## src/rtl/key_bounce_gen_pkg.sv

```systemverilog
// Shared definitions for the key bounce generator.
// Holds the FSM state encoding, the default parameter values, the LFSR tap
// mask and the LFSR helper functions used by both the LFSR and the top.
package key_bounce_gen_pkg;

  localparam int         DEF_BOUNCE_CYCLES = 5;
  localparam int         DEF_GAP_CYCLES    = 8;
  localparam logic [3:0] DEF_LFSR_SEED     = 4'h9;

  // x^4 + x^3 + 1: feedback is q[3] ^ q[2], shifted in at bit 0
  localparam logic [3:0] LFSR_TAP_MASK     = 4'b1100;

  typedef enum logic [2:0] {
    S_IDLE           = 3'd0,
    S_PRESS_BOUNCE   = 3'd1,
    S_HOLD           = 3'd2,
    S_RELEASE_BOUNCE = 3'd3,
    S_GAP            = 3'd4
  } key_state_e;

  // Feedback bit of the Fibonacci LFSR (also the next value of bit 0)
  function automatic logic lfsr_fb(input logic [3:0] q);
    return ^(q & LFSR_TAP_MASK);
  endfunction

  // One LFSR step
  function automatic logic [3:0] lfsr_step(input logic [3:0] q);
    return {q[2:0], lfsr_fb(q)};
  endfunction

  function automatic int max3(input int a, input int b, input int c);
    int m;
    m = a;
    if (b > m) begin
      m = b;
    end else begin
      m = m;
    end
    if (c > m) begin
      m = c;
    end else begin
      m = m;
    end
    return m;
  endfunction

endpackage

```

## src/rtl/key_bounce_gen_if.sv

```systemverilog
// Request/status bundle of the key bounce generator.
//   req, hold_len, abort : press request, hold length, early abort (to DUT)
//   ready, done          : idle indication, end-of-sequence pulse (from DUT)
//   press_count          : number of presses that reached HOLD (from DUT)
//   KEY                  : emulated active-low push-button line (from DUT)
interface key_bounce_gen_if;
  logic       req;
  logic [7:0] hold_len;
  logic       abort;
  logic       ready;
  logic       done;
  logic [7:0] press_count;
  logic       KEY;

  modport master (
    output req, hold_len, abort,
    input  ready, done, press_count, KEY
  );

  modport slave (
    input  req, hold_len, abort,
    output ready, done, press_count, KEY
  );
endinterface

```

## src/rtl/key_bounce_gen_lfsr4.sv

```systemverilog
// 4-bit Fibonacci LFSR (x^4 + x^3 + 1) that advances only while enabled.
//   i_clk  : clock
//   i_rst  : synchronous active-high reset, loads i_seed
//   i_en   : advance one step at this edge
//   i_seed : reset value, must be nonzero
//   o_lfsr : current LFSR value
module key_lfsr4
  import key_bounce_gen_pkg::*;
(
  input  logic       i_clk,
  input  logic       i_rst,
  input  logic       i_en,
  input  logic [3:0] i_seed,
  output logic [3:0] o_lfsr
);

  logic [3:0] r_lfsr;

  // LFSR state: reload seed on reset, step when enabled, hold otherwise
  always_ff @(posedge i_clk) begin
    if (i_rst) begin
      r_lfsr <= i_seed;
    end else if (i_en) begin
      r_lfsr <= lfsr_step(r_lfsr);
    end else begin
      r_lfsr <= r_lfsr;
    end
  end

  assign o_lfsr = r_lfsr;

endmodule

```

## src/rtl/key_bounce_gen.sv

```systemverilog
// Push-button emulator: on an accepted request it drives KEY through a
// bouncing press, a stable-low hold, a bouncing release and an idle-high gap.
//   CLK50 : 50 MHz system clock
//   RST   : synchronous active-high reset
//   bus   : request/status bundle (req, hold_len, abort -> ready, done,
//           press_count, KEY)
// All outputs are registered from the next-state values, so KEY in every
// cycle reflects the state occupied in that same cycle.
module key_bounce_gen
  import key_bounce_gen_pkg::*;
#(
  parameter int         BOUNCE_CYCLES = DEF_BOUNCE_CYCLES,
  parameter int         GAP_CYCLES    = DEF_GAP_CYCLES,
  parameter logic [3:0] LFSR_SEED     = DEF_LFSR_SEED
)
(
  input  logic               CLK50,
  input  logic               RST,
  key_bounce_gen_if.slave    bus
);

  localparam logic [2:0] ST_IDLE           = S_IDLE;
  localparam logic [2:0] ST_PRESS_BOUNCE   = S_PRESS_BOUNCE;
  localparam logic [2:0] ST_HOLD           = S_HOLD;
  localparam logic [2:0] ST_RELEASE_BOUNCE = S_RELEASE_BOUNCE;
  localparam logic [2:0] ST_GAP            = S_GAP;

  localparam int CNT_MAX = max3(BOUNCE_CYCLES, GAP_CYCLES, 255);
  localparam int CNT_W   = $clog2(CNT_MAX + 1);

  // The counter is loaded with (length - 1) on entry and leaves at zero
  localparam logic [CNT_W-1:0] CNT_ONE     = CNT_W'(1);
  localparam logic [CNT_W-1:0] BOUNCE_LOAD = CNT_W'(BOUNCE_CYCLES - 1);
  localparam logic [CNT_W-1:0] GAP_LOAD    = CNT_W'(GAP_CYCLES - 1);

  logic [2:0]       r_state;
  logic [CNT_W-1:0] r_cnt;
  logic [7:0]       r_hold_len;
  logic             r_key;
  logic             r_ready;
  logic             r_done;
  logic [7:0]       r_press_count;

  logic [2:0]       w_state_nxt;
  logic [CNT_W-1:0] w_cnt_nxt;
  logic [CNT_W-1:0] w_hold_load;
  logic [3:0]       w_lfsr;
  logic             w_lfsr_en;
  logic             w_lfsr_bit_nxt;
  logic             w_accept;
  logic             w_key_nxt;
  logic             w_hold_entry;

  key_lfsr4 u_lfsr (
    .i_clk  (CLK50),
    .i_rst  (RST),
    .i_en   (w_lfsr_en),
    .i_seed (LFSR_SEED),
    .o_lfsr (w_lfsr)
  );

  assign w_accept     = (r_state == ST_IDLE) && bus.req;
  assign w_hold_load  = CNT_W'(r_hold_len - 8'd1);
  assign w_hold_entry = (w_state_nxt == ST_HOLD) && (r_state != ST_HOLD);

  // LFSR advances only at the end of cycles spent in a bounce state
  always_comb begin
    w_lfsr_en = (r_state == ST_PRESS_BOUNCE) || (r_state == ST_RELEASE_BOUNCE);
    if (w_lfsr_en) begin
      w_lfsr_bit_nxt = lfsr_fb(w_lfsr);
    end else begin
      w_lfsr_bit_nxt = w_lfsr[0];
    end
  end

  // Next state and counter; abort only matters in the three active press states
  always_comb begin
    w_state_nxt = r_state;
    w_cnt_nxt   = r_cnt;
    case (r_state)
      ST_IDLE: begin
        if (w_accept) begin
          w_state_nxt = ST_PRESS_BOUNCE;
          w_cnt_nxt   = BOUNCE_LOAD;
        end else begin
          w_cnt_nxt   = '0;
        end
      end
      ST_PRESS_BOUNCE: begin
        if (bus.abort) begin
          w_state_nxt = ST_GAP;
          w_cnt_nxt   = GAP_LOAD;
        end else if (r_cnt == '0) begin
          w_state_nxt = ST_HOLD;
          w_cnt_nxt   = w_hold_load;
        end else begin
          w_cnt_nxt   = r_cnt - CNT_ONE;
        end
      end
      ST_HOLD: begin
        if (bus.abort) begin
          w_state_nxt = ST_GAP;
          w_cnt_nxt   = GAP_LOAD;
        end else if (r_cnt == '0) begin
          w_state_nxt = ST_RELEASE_BOUNCE;
          w_cnt_nxt   = BOUNCE_LOAD;
        end else begin
          w_cnt_nxt   = r_cnt - CNT_ONE;
        end
      end
      ST_RELEASE_BOUNCE: begin
        if (bus.abort) begin
          w_state_nxt = ST_GAP;
          w_cnt_nxt   = GAP_LOAD;
        end else if (r_cnt == '0) begin
          w_state_nxt = ST_GAP;
          w_cnt_nxt   = GAP_LOAD;
        end else begin
          w_cnt_nxt   = r_cnt - CNT_ONE;
        end
      end
      ST_GAP: begin
        if (r_cnt == '0) begin
          w_state_nxt = ST_IDLE;
          w_cnt_nxt   = '0;
        end else begin
          w_cnt_nxt   = r_cnt - CNT_ONE;
        end
      end
      default: begin
        w_state_nxt = ST_IDLE;
        w_cnt_nxt   = '0;
      end
    endcase
  end

  // KEY for the coming cycle; the last bounce cycle is pinned to the settled level
  always_comb begin
    case (w_state_nxt)
      ST_PRESS_BOUNCE: begin
        if (w_cnt_nxt == '0) begin
          w_key_nxt = 1'b0;
        end else begin
          w_key_nxt = w_lfsr_bit_nxt;
        end
      end
      ST_HOLD: begin
        w_key_nxt = 1'b0;
      end
      ST_RELEASE_BOUNCE: begin
        if (w_cnt_nxt == '0) begin
          w_key_nxt = 1'b1;
        end else begin
          w_key_nxt = w_lfsr_bit_nxt;
        end
      end
      default: begin
        w_key_nxt = 1'b1;
      end
    endcase
  end

  // State, timer, latched hold length and registered outputs
  always_ff @(posedge CLK50) begin
    if (RST) begin
      r_state       <= ST_IDLE;
      r_cnt         <= '0;
      r_hold_len    <= 8'd1;
      r_key         <= 1'b1;
      r_ready       <= 1'b1;
      r_done        <= 1'b0;
      r_press_count <= 8'd0;
    end else begin
      r_state <= w_state_nxt;
      r_cnt   <= w_cnt_nxt;
      r_key   <= w_key_nxt;
      r_ready <= (w_state_nxt == ST_IDLE);
      r_done  <= (w_state_nxt == ST_GAP) && (w_cnt_nxt == '0);
      if (w_accept) begin
        // A zero hold length still gives one HOLD cycle
        r_hold_len <= (bus.hold_len == 8'd0) ? 8'd1 : bus.hold_len;
      end else begin
        r_hold_len <= r_hold_len;
      end
      if (w_hold_entry) begin
        r_press_count <= r_press_count + 8'd1;
      end else begin
        r_press_count <= r_press_count;
      end
    end
  end

  assign bus.KEY         = r_key;
  assign bus.ready       = r_ready;
  assign bus.done        = r_done;
  assign bus.press_count = r_press_count;

endmodule

```

## src/flat_wrapper.sv

```systemverilog
// flat-port wrapper written by rule: the top's interface ports become plain ports
module key_bounce_gen_flat import key_bounce_gen_pkg::*;
#(
  parameter int         BOUNCE_CYCLES = DEF_BOUNCE_CYCLES,
  parameter int         GAP_CYCLES    = DEF_GAP_CYCLES,
  parameter logic [3:0] LFSR_SEED     = DEF_LFSR_SEED
)
  (CLK50, RST, bus_req, bus_hold_len, bus_abort, bus_ready, bus_done, bus_press_count, bus_KEY);
  key_bounce_gen_if bus_i ();
  input  logic CLK50;
  input  logic RST;
  input wire logic [$bits(bus_i.req)-1:0] bus_req;
  input wire logic [$bits(bus_i.hold_len)-1:0] bus_hold_len;
  input wire logic [$bits(bus_i.abort)-1:0] bus_abort;
  output wire logic [$bits(bus_i.ready)-1:0] bus_ready;
  output wire logic [$bits(bus_i.done)-1:0] bus_done;
  output wire logic [$bits(bus_i.press_count)-1:0] bus_press_count;
  output wire logic [$bits(bus_i.KEY)-1:0] bus_KEY;
  assign bus_i.req = bus_req;
  assign bus_i.hold_len = bus_hold_len;
  assign bus_i.abort = bus_abort;
  assign bus_ready = bus_i.ready;
  assign bus_done = bus_i.done;
  assign bus_press_count = bus_i.press_count;
  assign bus_KEY = bus_i.KEY;
  key_bounce_gen #(.BOUNCE_CYCLES(BOUNCE_CYCLES), .GAP_CYCLES(GAP_CYCLES), .LFSR_SEED(LFSR_SEED)) u_core (.CLK50(CLK50), .RST(RST), .bus(bus_i));
endmodule
```

## config.mk

```make
export PLATFORM = sky130hd
export DESIGN_NAME = key_bounce_gen_flat
export DESIGN_NICKNAME = d
export VERILOG_FILES = /design/src/rtl/key_bounce_gen_pkg.sv /design/src/rtl/key_bounce_gen_if.sv /design/src/rtl/key_bounce_gen_lfsr4.sv /design/src/rtl/key_bounce_gen.sv /design/src/flat_wrapper.sv
export SDC_FILE = /design/constraint.sdc
export NUM_CORES = 1
export LEC_CHECK = 0
export ABC_AREA = 1
export CAP_MARGIN = 20
export CORE_ASPECT_RATIO = 0.5
export CORE_MARGIN = 8
export CORE_UTILIZATION = 55
export DETAILED_ROUTE_END_ITERATION = 7
export PLACE_DENSITY = 0.76
export SYNTH_ARGS = -nofsm -noshare
export SYNTH_HDL_FRONTEND = slang
export SYNTH_SLANG_ARGS = --single-unit
export TNS_END_PERCENT = 50
```

## constraint.sdc

```tcl
create_clock -name CLK50 -period 4.65 [get_ports CLK50]
set_clock_uncertainty 0.1 [all_clocks]
set_input_delay 1.1625 -clock CLK50 [delete_from_list [all_inputs] [get_ports CLK50]]
set_output_delay 1.1625 -clock CLK50 [all_outputs]
set_load 0.03 [all_outputs]
```

==> results of run 1 <==
## critical path, cell delays in order
cell and delay (ns):
clkdlybuf4s50_1 0.53, inv_1 0.15, nand3_1 0.14, nand2_1 0.09, nand2_2 0.11, inv_2 0.05, nand2_1 0.07, nand2_2 0.06
inv_2 0.06, nand2_2 0.04, nor2_1 0.19, nand3_2 0.13, nand3_1 0.11, nand2_1 0.05
## cell usage in the layout, fill, tap and decap left out, drive strengths merged
| cell type | count |
|---|---|
| nand2 | 64 |
| nor2 | 48 |
| inv | 41 |
| dfxtp | 34 |
| nand3 | 25 |
| clkdlybuf4s50 | 22 |
| o21ai | 20 |
| a21oi | 17 |
| xor2 | 7 |
| clkbuf | 6 |
| nor3 | 5 |
| nand4 | 4 |
| ha | 4 |
| o211ai | 2 |
| xnor2 | 2 |
| clkinv | 2 |
| o21a | 1 |
| nor3b | 1 |
| nand3b | 1 |
| a31oi | 1 |
| o21bai | 1 |
| and3 | 1 |
| bufinv | 1 |
## worst max path at each step
stage / startpoint / to / slack [ns] / cells past startpoint
after floorplan: bus_abort / u_core.bus.KEY$_SDFF_PP1_ / 2.35 / 13
after global placement: bus_abort / u_core.bus.KEY$_SDFF_PP1_ / 1.56 / 14
after detailed placement: bus_abort / u_core.bus.KEY$_SDFF_PP1_ / 1.52 / 12
after CTS: bus_abort / u_core.bus.KEY$_SDFF_PP1_ / 1.81 / 14
after global routing: bus_abort / u_core.bus.KEY$_SDFF_PP1_ / 1.61 / 14
final: bus_abort / u_core.bus.KEY$_SDFF_PP1_ / 1.76 / 14
## logic make-up after synthesis
logic type               Yosys count  synth area share
XOR/XNOR                           9           0.04081
flip-flops                        34            0.3523
adder cells (fa/ha/maj)            4           0.02591
AND/OR/NAND/NOR                  149            0.3672
AO/OA/AOI/OAI                     42            0.1185
buffers and inverters             47           0.09520
## flip-flops by register name, indices dropped and copies added, names as in the netlist
name	cells
u_core.bus.ready	1
u_core.u_lfsr.o_lfsr	4
u_core.bus.KEY	1
u_core.bus.done	1
u_core.r_cnt	8
u_core.r_hold_len	8
u_core.r_state	3
u_core.bus.press_count	8
## metal layers
layer / wire length [um] / vias up
li1: - / 953
met1: 2177 / 816
met2: 1885 / 52
met3: 286 / 5
met4: 34 / 0
met5: 0 / -
## area by class of cell
class | instances | area [um^2]
fillers | 306 | 1084
multi-input cells | 204 | 1067
flip-flops and latches | 34 | 680.7
repair buffers | 22 | 220.2
inverters | 43 | 168.9
clock buffers | 6 | 82.58
well taps | 51 | 63.81
clock inverters | 1 | 30.03
## report_power, final
part           switching (mW)  internal (mW)
Combinational           0.317          0.160
Sequential             0.0267          0.330
Clock                  0.0993          0.171
Total                   0.443          0.662
==> run metrics, run 1 <==
worst-case hold path end point u_core.u_lfsr.o_lfsr[1]$_SDFFE_PP0N_; HPWL reported at the end of detailed placement 3.431 mm; TritonCTS clock tree yes; power after layout 1.105 mW; Cell variety after synth 33; reg-to-reg critical path endpoint u_core.bus.KEY$_SDFF_PP1_; number of rows created at floorplan 15; count leader, synth nand2_1; Hold Fails Final Rpt 0; net count after synthesis 301; Max-slew headroom 0.5773; fin. max-slew vios 0; I/O pin total 23; count of buffers inserted at the top-level ports 22; Clk Tree Root Cell clkbuf_8; CTS Hold Bufs 0; fraction of met2 tracks used by global routing 0.2516; result of the run finished, final reports clean; CP endpoint kind flip-flop; number of cells traversed by the worst hold path 2; area of placed instances 2201 um^2; core area 3397 um^2; fin worst setup slack 1.760 ns; type of origin of the critical path primary input; Syn Inst Count 285; clock buffer count from CTS 5; worst slew pin tran 0.6321 ns; leading cell types by total area after synthesis dfxtp_1 35%, nand2_1 11%, nor2_1 8.5%; global-route usage over all layers 0.1603; clock edge transition at the registers on the reported setup and hold paths 0.07 ns; static leakage power 1.049 nW; final worst path period need 2.890 ns; number of synthesized flops with an enable pin 0; final estimated routing congestion in global placement 0.9563; final wirelength 4.384 mm; die area 5780 um^2; cell area power density 477.6 nW/um^2; final routed wire length divided by cell count 12.14 um; Final Instance Area 2313 um^2; x dimension of the die 99.82 um; total number of yosys warnings 0; leftover overflow at the end of global routing 0; worst hold slack after final layout 0.3651 ns; count of buffers added by post-CTS timing repair for setup 0; Synth-to-Final Area Change 19.75%; number of cells in the finished layout apart from fillers 361; First-pass DRT Iterations 4; Peak VDD IR 201.4 uV; WP data arrival 2.96 ns; Clock Tree Buf Depth 2; final critical-path share of the clock period 0.6214; top_reg_cell synth dfxtp_1; post-cts gate resize count 0; reg2reg setup slack 2.57 ns; number of global-route vias before repair 1,663; setup repair after global routing missed its margin no; Clock Latency Late Sink 0.28 ns; GR met3 Demand/Resource 0.04893; Detail Route Antenna Nets 0; final sum of negative setup slack 0 ns; cell count after placement 354; vias 1,826; Worst Reg2Reg Path Length in Cells 16; Die Height 57.91 um; busiest layer in global routing met2; worst reg2reg path startpoint u_core.r_cnt[0]$_SDFF_PP0_; fraction of layout cells with a size suffix above 1 0.1000; number of failing setup endpoints in the final timing report 0; H-tree Lvls 2; initial DRC count 171; Yosys top cell by area dfxtp_1; type of the most critical hold path reg2reg; Critical Path Fanout Max 5; path type of the worst setup path in2reg; Post-Place Setup Slack 1.519 ns; number of inserted diodes 0; effective utilization at floorplan 0.5687; number of antenna violations at the first check in global routing 0; max_cap viols 0; final cell utilization of the core 0.6810; cell area after synthesis 1932 um^2; most common library cells after synthesis 57 x nand2_1, 44 x nor2_1, 36 x inv_1; share of synthesized area occupied by flip-flops and latches 0.3523; hold path startpoint u_core.u_lfsr.o_lfsr[0]$_SDFFE_PP1N_; wire length of the first global-routing pass 7.355 mm; Nets 326; largest net degree at the start of global routing 18; share of flip-flops with an asynchronous set or reset after synthesis 0; post-synthesis register bit count 34; CP required 4.72 ns; highest achievable clock rate 0.3461 GHz; met1 Usage GRT 0.2053; area fraction of the dominant cell type after synthesis 0.3523; vias per cell 5.058; clock sink count 34; DRC Markers 0; post-synthesis average cell area 6.778 um^2
(Power assumes the default switching activity.)
==> run 2, diff against run 1 <==
- CORE_UTILIZATION: 55 -> 50
- PLACE_DENSITY: 0.76 -> 0.73
- clock period: 4.65 -> 2.55 ns (I/O delays scaled with it)
==> run metrics, run 2 (synthesis gave the netlist of run 1 again) <==
hold path startpoint u_core.u_lfsr.o_lfsr[0]$_SDFFE_PP1N_; CTS Hold Bufs 0 (unchanged); highest achievable clock rate 0.4418 GHz; worst reg2reg path startpoint u_core.r_cnt[0]$_SDFF_PP0_; count of buffers inserted at the top-level ports 22 (unchanged); DRC Markers 0 (unchanged); final sum of negative setup slack 0 ns (unchanged); commonest non-fill, non-tap cell in the layout nand2_1; CP startpoint bus_abort; GR met3 Demand/Resource 0.03333 (-0.01559); WP data arrival 2.34 ns (-0.62 ns); commonest non-fill, non-tap cells in the layout 57 x nand2_1, 44 x nor2_1, 36 x inv_1, 34 x dfxtp_1; number of global-route vias before repair 1,700 (+2.2%); static leakage power 1.053 nW (+0.40%); Cell Chain, Critical Path clkdlybuf4s50_1 > inv_1 > nand3_1 > nand2_1 > nand2_2 > inv_2 > nand2_1 > nand2_1 > inv_1 > nand2_1 > nor2_1 > nand3_2 > nand3_1 > nand2_1; vias per cell 5.120 (+1.2%); cell count after placement 360 (+1.7%); maximum cell stage delay along the critical path 0.49 ns (-0.04 ns); TritonCTS clock tree yes; Max-slew headroom 0.6170 (+0.03971); number of antenna violations at the first check in global routing 0 (unchanged); initial DRC count 113 (-34%); clock edge transition at the registers on the reported setup and hold paths 0.07 ns (about the same); die area 6230 um^2 (+7.8%); Post-Place Setup Slack 0.01828 ns (-1.501 ns); critical path's slowest cell clkdlybuf4s50_1; global-route usage over all layers 0.1577 (-0.002611); number of cells in the finished layout apart from fillers 368 (+1.9%); met1 Usage GRT 0.2079 (+0.002583); Clock Latency Late Sink 0.29 ns (about the same); Critical Path Fanout Max 5 (unchanged); worst slew pin tran 0.5685 ns (-0.06359 ns); post-cts gate resize count 0 (unchanged); number of failing setup endpoints in the final timing report 0 (unchanged); I/O pin total 23 (unchanged); final critical-path share of the clock period 0.8877; clock sink count 34 (unchanged); setup repair after global routing missed its margin no; reg2reg setup slack 0.47 ns (-2.10 ns); x dimension of the die 103.9 um (+4.1%); core area 3804 um^2 (+12%); number of rows created at floorplan 16 (+1); Synth-to-Final Area Change 20.21%; path type of the worst setup path in2reg; number of inserted diodes 0 (unchanged); final worst path period need 2.264 ns; result of the run finished, final reports clean; CP required 2.63 ns (-2.09 ns); fraction of layout cells with a size suffix above 1 0.1115 (+0.01146); final estimated routing congestion in global placement 0.8588 (-10%); Nets 329 (+0.92%); type of the most critical hold path reg2reg; Fill cells 346 (+13%); fin. max-slew vios 0 (unchanged); reg-to-reg critical path endpoint u_core.bus.KEY$_SDFF_PP1_; final cell utilization of the core 0.6105 (-0.07051); HPWL reported at the end of detailed placement 3.667 mm (+6.9%); fin worst setup slack 0.2863 ns (-1.474 ns); final routed wire length divided by cell count 12.90 um (+6.3%); Worst Reg2Reg Path Length in Cells 16 (unchanged); Die Height 59.96 um (+3.5%); fraction of met2 tracks used by global routing 0.2455 (-0.006178); final wirelength 4.749 mm (+8.3%); Clock Tree Buf Depth 2 (unchanged); count of buffering cells on the critical path with inverters included 4 (unchanged); type of origin of the critical path primary input; vias 1,884 (+3.2%); Peak VDD IR 417.1 uV (+110%); Detail Route Antenna Nets 0 (unchanged); clock buffer count from CTS 5 (unchanged); power after layout 1.952 mW (+77%); busiest layer in global routing met2; cell area power density 840.5 nW/um^2 (+76%); First-pass DRT Iterations 5 (+1); largest net degree at the start of global routing 17 (-1); leftover overflow at the end of global routing 0 (unchanged); number of cells traversed by the worst hold path 2 (unchanged); effective utilization at floorplan 0.5079 (-0.06080); H-tree Lvls 2 (unchanged); Clk Tree Root Cell clkbuf_8; max_cap viols 0 (unchanged); wire length of the first global-routing pass 7.748 mm (+5.3%); Hold Fails Final Rpt 0 (unchanged); count of buffers added by post-CTS timing repair for setup 0 (unchanged); CP endpoint kind flip-flop; worst-case hold path end point u_core.u_lfsr.o_lfsr[1]$_SDFFE_PP0N_; delay-heaviest family, CP simple AND/OR/NAND/NOR gates; Crit path top cell by count nand2_1
[run 2: cell count changes in the layout (fill, tap and decap cells not counted)]
cell and delta:
clkinvlp_4 +1, buf_4 +3, clkinv_2 +1, bufinv_16 -1
[run 2: power breakdown]
group | internal, mW | switching (mW) | leakage, nW | total, mW
Sequential | 0.601 | 0.0505 | 0.278 | 0.652
Combinational | 0.298 | 0.578 | 0.728 | 0.876
Clock | 0.217 | 0.207 | 0.0472 | 0.424
Total | 1.12 | 0.835 | 1.05 | 1.95
[run 2: how the worst max path moves through the flow]
stage	depth (start not counted)	endpoint	slack, ns
2_1_floorplan	13	u_core.bus.KEY$_SDFF_PP1_	0.78
3_3_place_gp	14	u_core.bus.KEY$_SDFF_PP1_	0.14
3_5_place_dp	14	u_core.bus.KEY$_SDFF_PP1_	0.02
4_1_cts	14	u_core.bus.KEY$_SDFF_PP1_	0.33
5_1_grt	14	u_core.bus.KEY$_SDFF_PP1_	0.14
6_report	14	u_core.bus.KEY$_SDFF_PP1_	0.29
[run 2: routing by layer]
metal / routed length (um) / up-vias
met3: 258 / 4
met2: 1972 / 56
met1: 2460 / 859
met4: 58 / 0
li1: - / 965
met5: 0 / -
[run 2: final cells by class]
class	instances	area (um^2)	share of cell area
Multi-Input combinational cell	204	1067	0.4596
Clock buffer	6	82.58	0.03556
Tap cell	54	67.56	0.02909
Timing Repair Buffer	25	242.7	0.1045
Sequential cell	34	680.7	0.2931
Inverter	43	168.9	0.07274
Clock inverter	2	12.51	0.005388
[run 2: worst min-delay path, stage by stage, from the launching register on]
cell	delay, ns
dfxtp_1	0.30
inv_1	0.06
a21oi_1	0.05
[run 2: per-stage QoR]
| stage | hold WS, ns | cell area (um^2) |
|---|---|---|
| 3_3_place_gp | 0.3444 | 2227 |
| 3_5_place_dp | 0.3518 | 2227 |
| 6_report | 0.3544 | 2322 |
| 4_1_cts | 0.3614 | 2322 |
| 5_1_grt | 0.4077 | 2322 |
| 2_1_floorplan | 0.3299 | 1932 |
==> run 3, diff against run 2 <==
- CTS_CLUSTER_DIAMETER: default -> 40
==> results of run 3 <==
Same layout as run 2: the final DEF is identical, and so are final timing and power.
==> RTL change 1: new RTL, config.mk and constraints of run 2 <==
Make the reset (`RST`) asynchronous in one clocked block. Comments in the files are not updated.
--- a/src/rtl/key_bounce_gen.sv
+++ b/src/rtl/key_bounce_gen.sv
@@ -163,3 +163,3 @@
   // State, timer, latched hold length and registered outputs
-  always_ff @(posedge CLK50) begin
+  always_ff @(posedge CLK50 or posedge RST) begin
     if (RST) begin
Function: differs if RST is asserted again (counterexample within 4 cycles, from zero or initial values and one cycle with RST high); with RST held inactive, the same outputs for 10 cycles.
==> RTL change 1 against run 2 <==
Sequential cell count stayed put. Area after synthesis is 4.5% higher. Non-clock buffer count is 1 lower. Setup slack better by 60 ps. Final area is 5.1% higher. Routed wire length is 11% lower. First-iteration DRC count is 34% lower. Global-route usage is 1.3 points lower.
Power is not compared: it rests on default switching activity, and its combinational part moved more than twofold at a synthesized area within 25%.
==> RTL change 1: results (changes against run 2) <==
- The flow ran to the end, and the final reports show no timing, DRC or antenna violations.
- The critical path ends at bus_KEY.
- The maximum single-stage delay on the critical path was 660 ps (+170 ps).
- The source-to-sink clock delay at the later pin of the worst-skew pair came to 290 ps (about the same).
- The maximum fanout count along the critical path is 1 (-4).
- The worst slack after detailed placement came to 200 ps (+181 ps).
- The top flip-flop cell by instance count after synthesis is sky130_fd_sc_hd__dfrtp_1.
- The worst reg-to-reg path cell count is 15 (-1).
- The worst hold margin is 359 ps (+4.90 ps).
- The critical path is of the flop to primary output type.
- The vias per cell is 4.94 (-3.6%).
- The final-layout fill cell count is 369 (+6.6%).
- The HPWL after detailed placement is 3.37 mm (-8.1%).
- The arrival time at the worst endpoint is 1470 ps (-870 ps).
- The final weighted congestion in routability-driven placement is 0.959 (+12%).
- The proportion of register bits with asynchronous set or reset after synthesis is 88.2% (+88 points).
- The clock period minus final worst setup slack was 2200 ps (-60.1 ps).
- The number of library cell types mapped by synthesis is 32 (-3.0%).
- The pin count of the biggest net entering global routing is 20 (+3).
- The net count of the mapped netlist is 281 (-6.6%).
- In this run the worst hold path is classified as flop to flop.
- The wire length the detailed router placed on met1 is 2.10 mm (-15%).
- The total routed wirelength is 4.24 mm (-11%).
- The synthesized area per cell is 7.62 um2 (+12%).
- The routed length on met2 is 1.94 mm (-1.9%).
- The destination of the worst register-to-register timing path is u_core.bus.KEY.
- The count of nets after finishing is 310 (-5.8%).
- The violation count after the first detailed-routing iteration is 75 (-34%).
- The startpoint identified for the worst register-to-register timing path is u_core.r_cnt[0].
- The routing usage on met3 came to 3.60% (+0.27 points).
- The cell family contributing the most delay on the critical path is buffers and inverters.
- The count of placed standard cells including taps is 341 (-5.3%).
- The via count of the first global-routing pass is 1692 (-0.47%).
- The area after detailed placement is 0.00230 mm2 (+3.4%).
- The proportion of layout cells with a drive suffix above 1 came to 11.9% (+0.72 points).
- The met1 demand-to-capacity share in global routing came to 18.1% (-2.7 points).
- The detail-routed net length per standard cell is 12.1 um (-5.9%).
- The worst relative slew slack is 72.6% (+11 points).
- The minimum setup slack among reg-to-reg paths is 370 ps (-100 ps).
- The met2 demand-to-capacity share in global routing is 24.1% (-0.43 points).
- The wire length on met3 came to 149 um (-42%).
- The wire length of the first global-routing pass is 7.47 mm (-3.7%).
- Sorting the synthesized cells by area gives the leading types as sky130_fd_sc_hd__dfrtp_1 33%, sky130_fd_sc_hd__nand2_1 12%, sky130_fd_sc_hd__inv_1 8.0%, sky130_fd_sc_hd__nand3_1 6.4%, sky130_fd_sc_hd__nor2_1 4.8%.
- The launch point of the critical path is u_core.bus.KEY.
- By count the netlist is led by 64 x sky130_fd_sc_hd__nand2_1, 43 x sky130_fd_sc_hd__inv_1, 27 x sky130_fd_sc_hd__dfrtp_1.
- The register area is 835 um2 (+23%).
- The total global-route track usage was 14.5% (-1.3 points).
- The sequential share of the synthesized area came to 41.3% (+6.1 points).
## RTL change 1: cell count changes after synthesis, moves of 7 or more
cell                             run 2  this run
sky130_fd_sc_hd__a21oi_1            16         9
sky130_fd_sc_hd__nor2_1             44        26
sky130_fd_sc_hd__dfxtp_1            34         4
sky130_fd_sc_hd__dfrtp_1             0        27
sky130_fd_sc_hd__nand2_1            57        64
sky130_fd_sc_hd__inv_1              36        43
## RTL change 1: kinds of logic after synthesis
family                     after synthesis  share of synthesized area, %
and+or+nand+nor                        137                          32.2
buffers and inverters                   48                          9.48
DFF                                     34                          41.3
AOI/OAI and AO/OA                       28                          7.99
xor gates and xnor gates                10                          4.34
muxes                                    4                          2.23
adders and majority gates                4                          2.48
## RTL change 1: final cells by class
type / instances / share of cell area (%)
flip-flops and latches: 34 / 34.2
clock buffers: 5 / 2.82
repair buffers: 24 / 9.64
inverters: 46 / 7.07
clock inverters: 3 / 2.82
multi-input cells: 183 / 40.7
well taps: 54 / 2.77
==> RTL change 2: new RTL, settings of run 2 <==
Without the edit above. The package constant `DEF_GAP_CYCLES` goes from 8 to 16.
--- a/src/rtl/key_bounce_gen_pkg.sv
+++ b/src/rtl/key_bounce_gen_pkg.sv
@@ -6,3 +6,3 @@
   localparam int         DEF_BOUNCE_CYCLES = 5;
-  localparam int         DEF_GAP_CYCLES    = 8;
+  localparam int         DEF_GAP_CYCLES    = 16;
   localparam logic [3:0] DEF_LFSR_SEED     = 4'h9;
Behaviour: not the same (a bounded check fails within 10 cycles, from zero or initial values and one cycle with RST high).
==> RTL change 2 against run 2 <==
Sequential cell count did not move. Sequential share of layout area shrank 0.96 points. Routed wire length fell by 4.1%. Combinational power increased by 2.7%. Power increased by 3.8%. Area after synthesis up 2.7%. Via count up 7.3%. Final area rose by 3.4%. Die area is 2.1% higher. Setup slack improved by 84 ps. Critical path depth shrank 3. Highest routed layer unchanged.
==> RTL change 2: results (changes against run 2) <==
- The maximum single-stage delay on the critical path was 440 ps (-50 ps).
- The final weighted congestion in routability-driven placement was 0.861 (+0.29%).
- The total global-route track usage came to 15.0% (-0.80 points).
- The post-synthesis compound-gate area fraction was 11.7% (-0.19 points).
- The first-pass iteration count of the detailed router is 4 (-1).
- The commonest cells after synthesis are 88 x sky130_fd_sc_hd__nand2_1, 35 x sky130_fd_sc_hd__inv_1, 34 x sky130_fd_sc_hd__dfxtp_1, 34 x sky130_fd_sc_hd__nor2_1, 28 x sky130_fd_sc_hd__nand3_1.
- The via count of the first global-routing pass is 1811 (+6.5%).
- The leakage power figure came to 1.12 nW (+6.5%).
- The number of library cell types mapped by synthesis came to 25 (-24%).
- The proportion of layout cells with a drive suffix above 1 came to 10.3% (-0.85 points).
- The wire length of the first global-routing pass was 7.71 mm (-0.44%).
- The arrival time at the worst endpoint is 2250 ps (-90 ps).
- The met1 demand-to-capacity share in global routing was 17.9% (-2.8 points).
- The worst-case vdd ir drop is 0.000409 V (-1.9%).
- The slowest stage of the critical path is the sky130_fd_sc_hd__nor2_2 cell.
- The pin count of the biggest net entering global routing is 20 (+3).
- The net count of the mapped netlist is 325 (+8.0%).
- CTS placed an instance of sky130_fd_sc_hd__clkbuf_8 at the clock tree root.
- The violation count after the first detailed-routing iteration is 67 (-41%).
- The routing usage on met3 is 4.98% (+1.6 points).
- The worst slack after detailed placement is 137 ps (+119 ps).
- The share of the synthesized netlist area taken by xor and xnor gates came to 3.53% (-0.55 points).
- The run finished with clean final reports.
- The synthesized-area fraction occupied by adder cells is 2.52% (-0.069 points).
- The detail-routed net length per standard cell is 11.6 um (-10%).
- The count of nets after finishing is 355 (+7.9%).
- The number of vias in the routed layout is 2021 (+7.3%).
- The mux share of post-synthesis cell area is 0% (unchanged).
[RTL change 2: worst min-delay path: stages, from the launching register on]
cell	delay, ps
sky130_fd_sc_hd__dfxtp_1	300
sky130_fd_sc_hd__inv_1	60
sky130_fd_sc_hd__a21oi_1	60
[RTL change 2: cell families after synthesis]
kind of cell | after synthesis
AND/OR/NAND/NOR | 177
AO/OA/AOI/OAI | 43
buffers and inverters | 43
flip-flops | 34
XOR/XNOR | 8
adder cells (fa/ha/maj) | 4
[RTL change 2: metrics by stage]
step	hold WS, ps	instances
finish	355	394
detailed placement	350	386
global route	378	394
floorplan	325	309
global placement	337	386
CTS	360	394
[RTL change 2: final timing paths]
check,slack (ps),start,end,depth (start not counted)
hold reg to reg,360,u_core.u_lfsr.o_lfsr[0],u_core.u_lfsr.o_lfsr[1],2
hold / removal,360,u_core.u_lfsr.o_lfsr[0],u_core.u_lfsr.o_lfsr[1],2
setup / recovery,370,u_core.r_cnt[0],u_core.bus.KEY,11
setup reg to reg,370,u_core.r_cnt[0],u_core.bus.KEY,11
[RTL change 2: power breakdown]
part	internal, mW	switching, mW	leakage [nW]	total [mW]
combinational	0.305	0.595	0.786	0.900
sequential	0.607	0.0577	0.278	0.665
clock	0.273	0.190	0.0575	0.463
[RTL change 2: routing by layer]
metal / wire (um) / vias up / part of all wire, %
li1: - / 1048 / -
met1: 2210 / 917 / 49
met2: 2000 / 51 / 44
met3: 316 / 5 / 6.9
met4: 27 / 0 / 0.59
met5: 0 / - / 0
[RTL change 2: final cells by class]
type,count,area (um2)
clock buffers,8,110
fillers,366,1460
inverters,38,143
multi-input cells,232,1130
flip-flops and latches,34,681
well taps,54,67.6
repair buffers,28,265
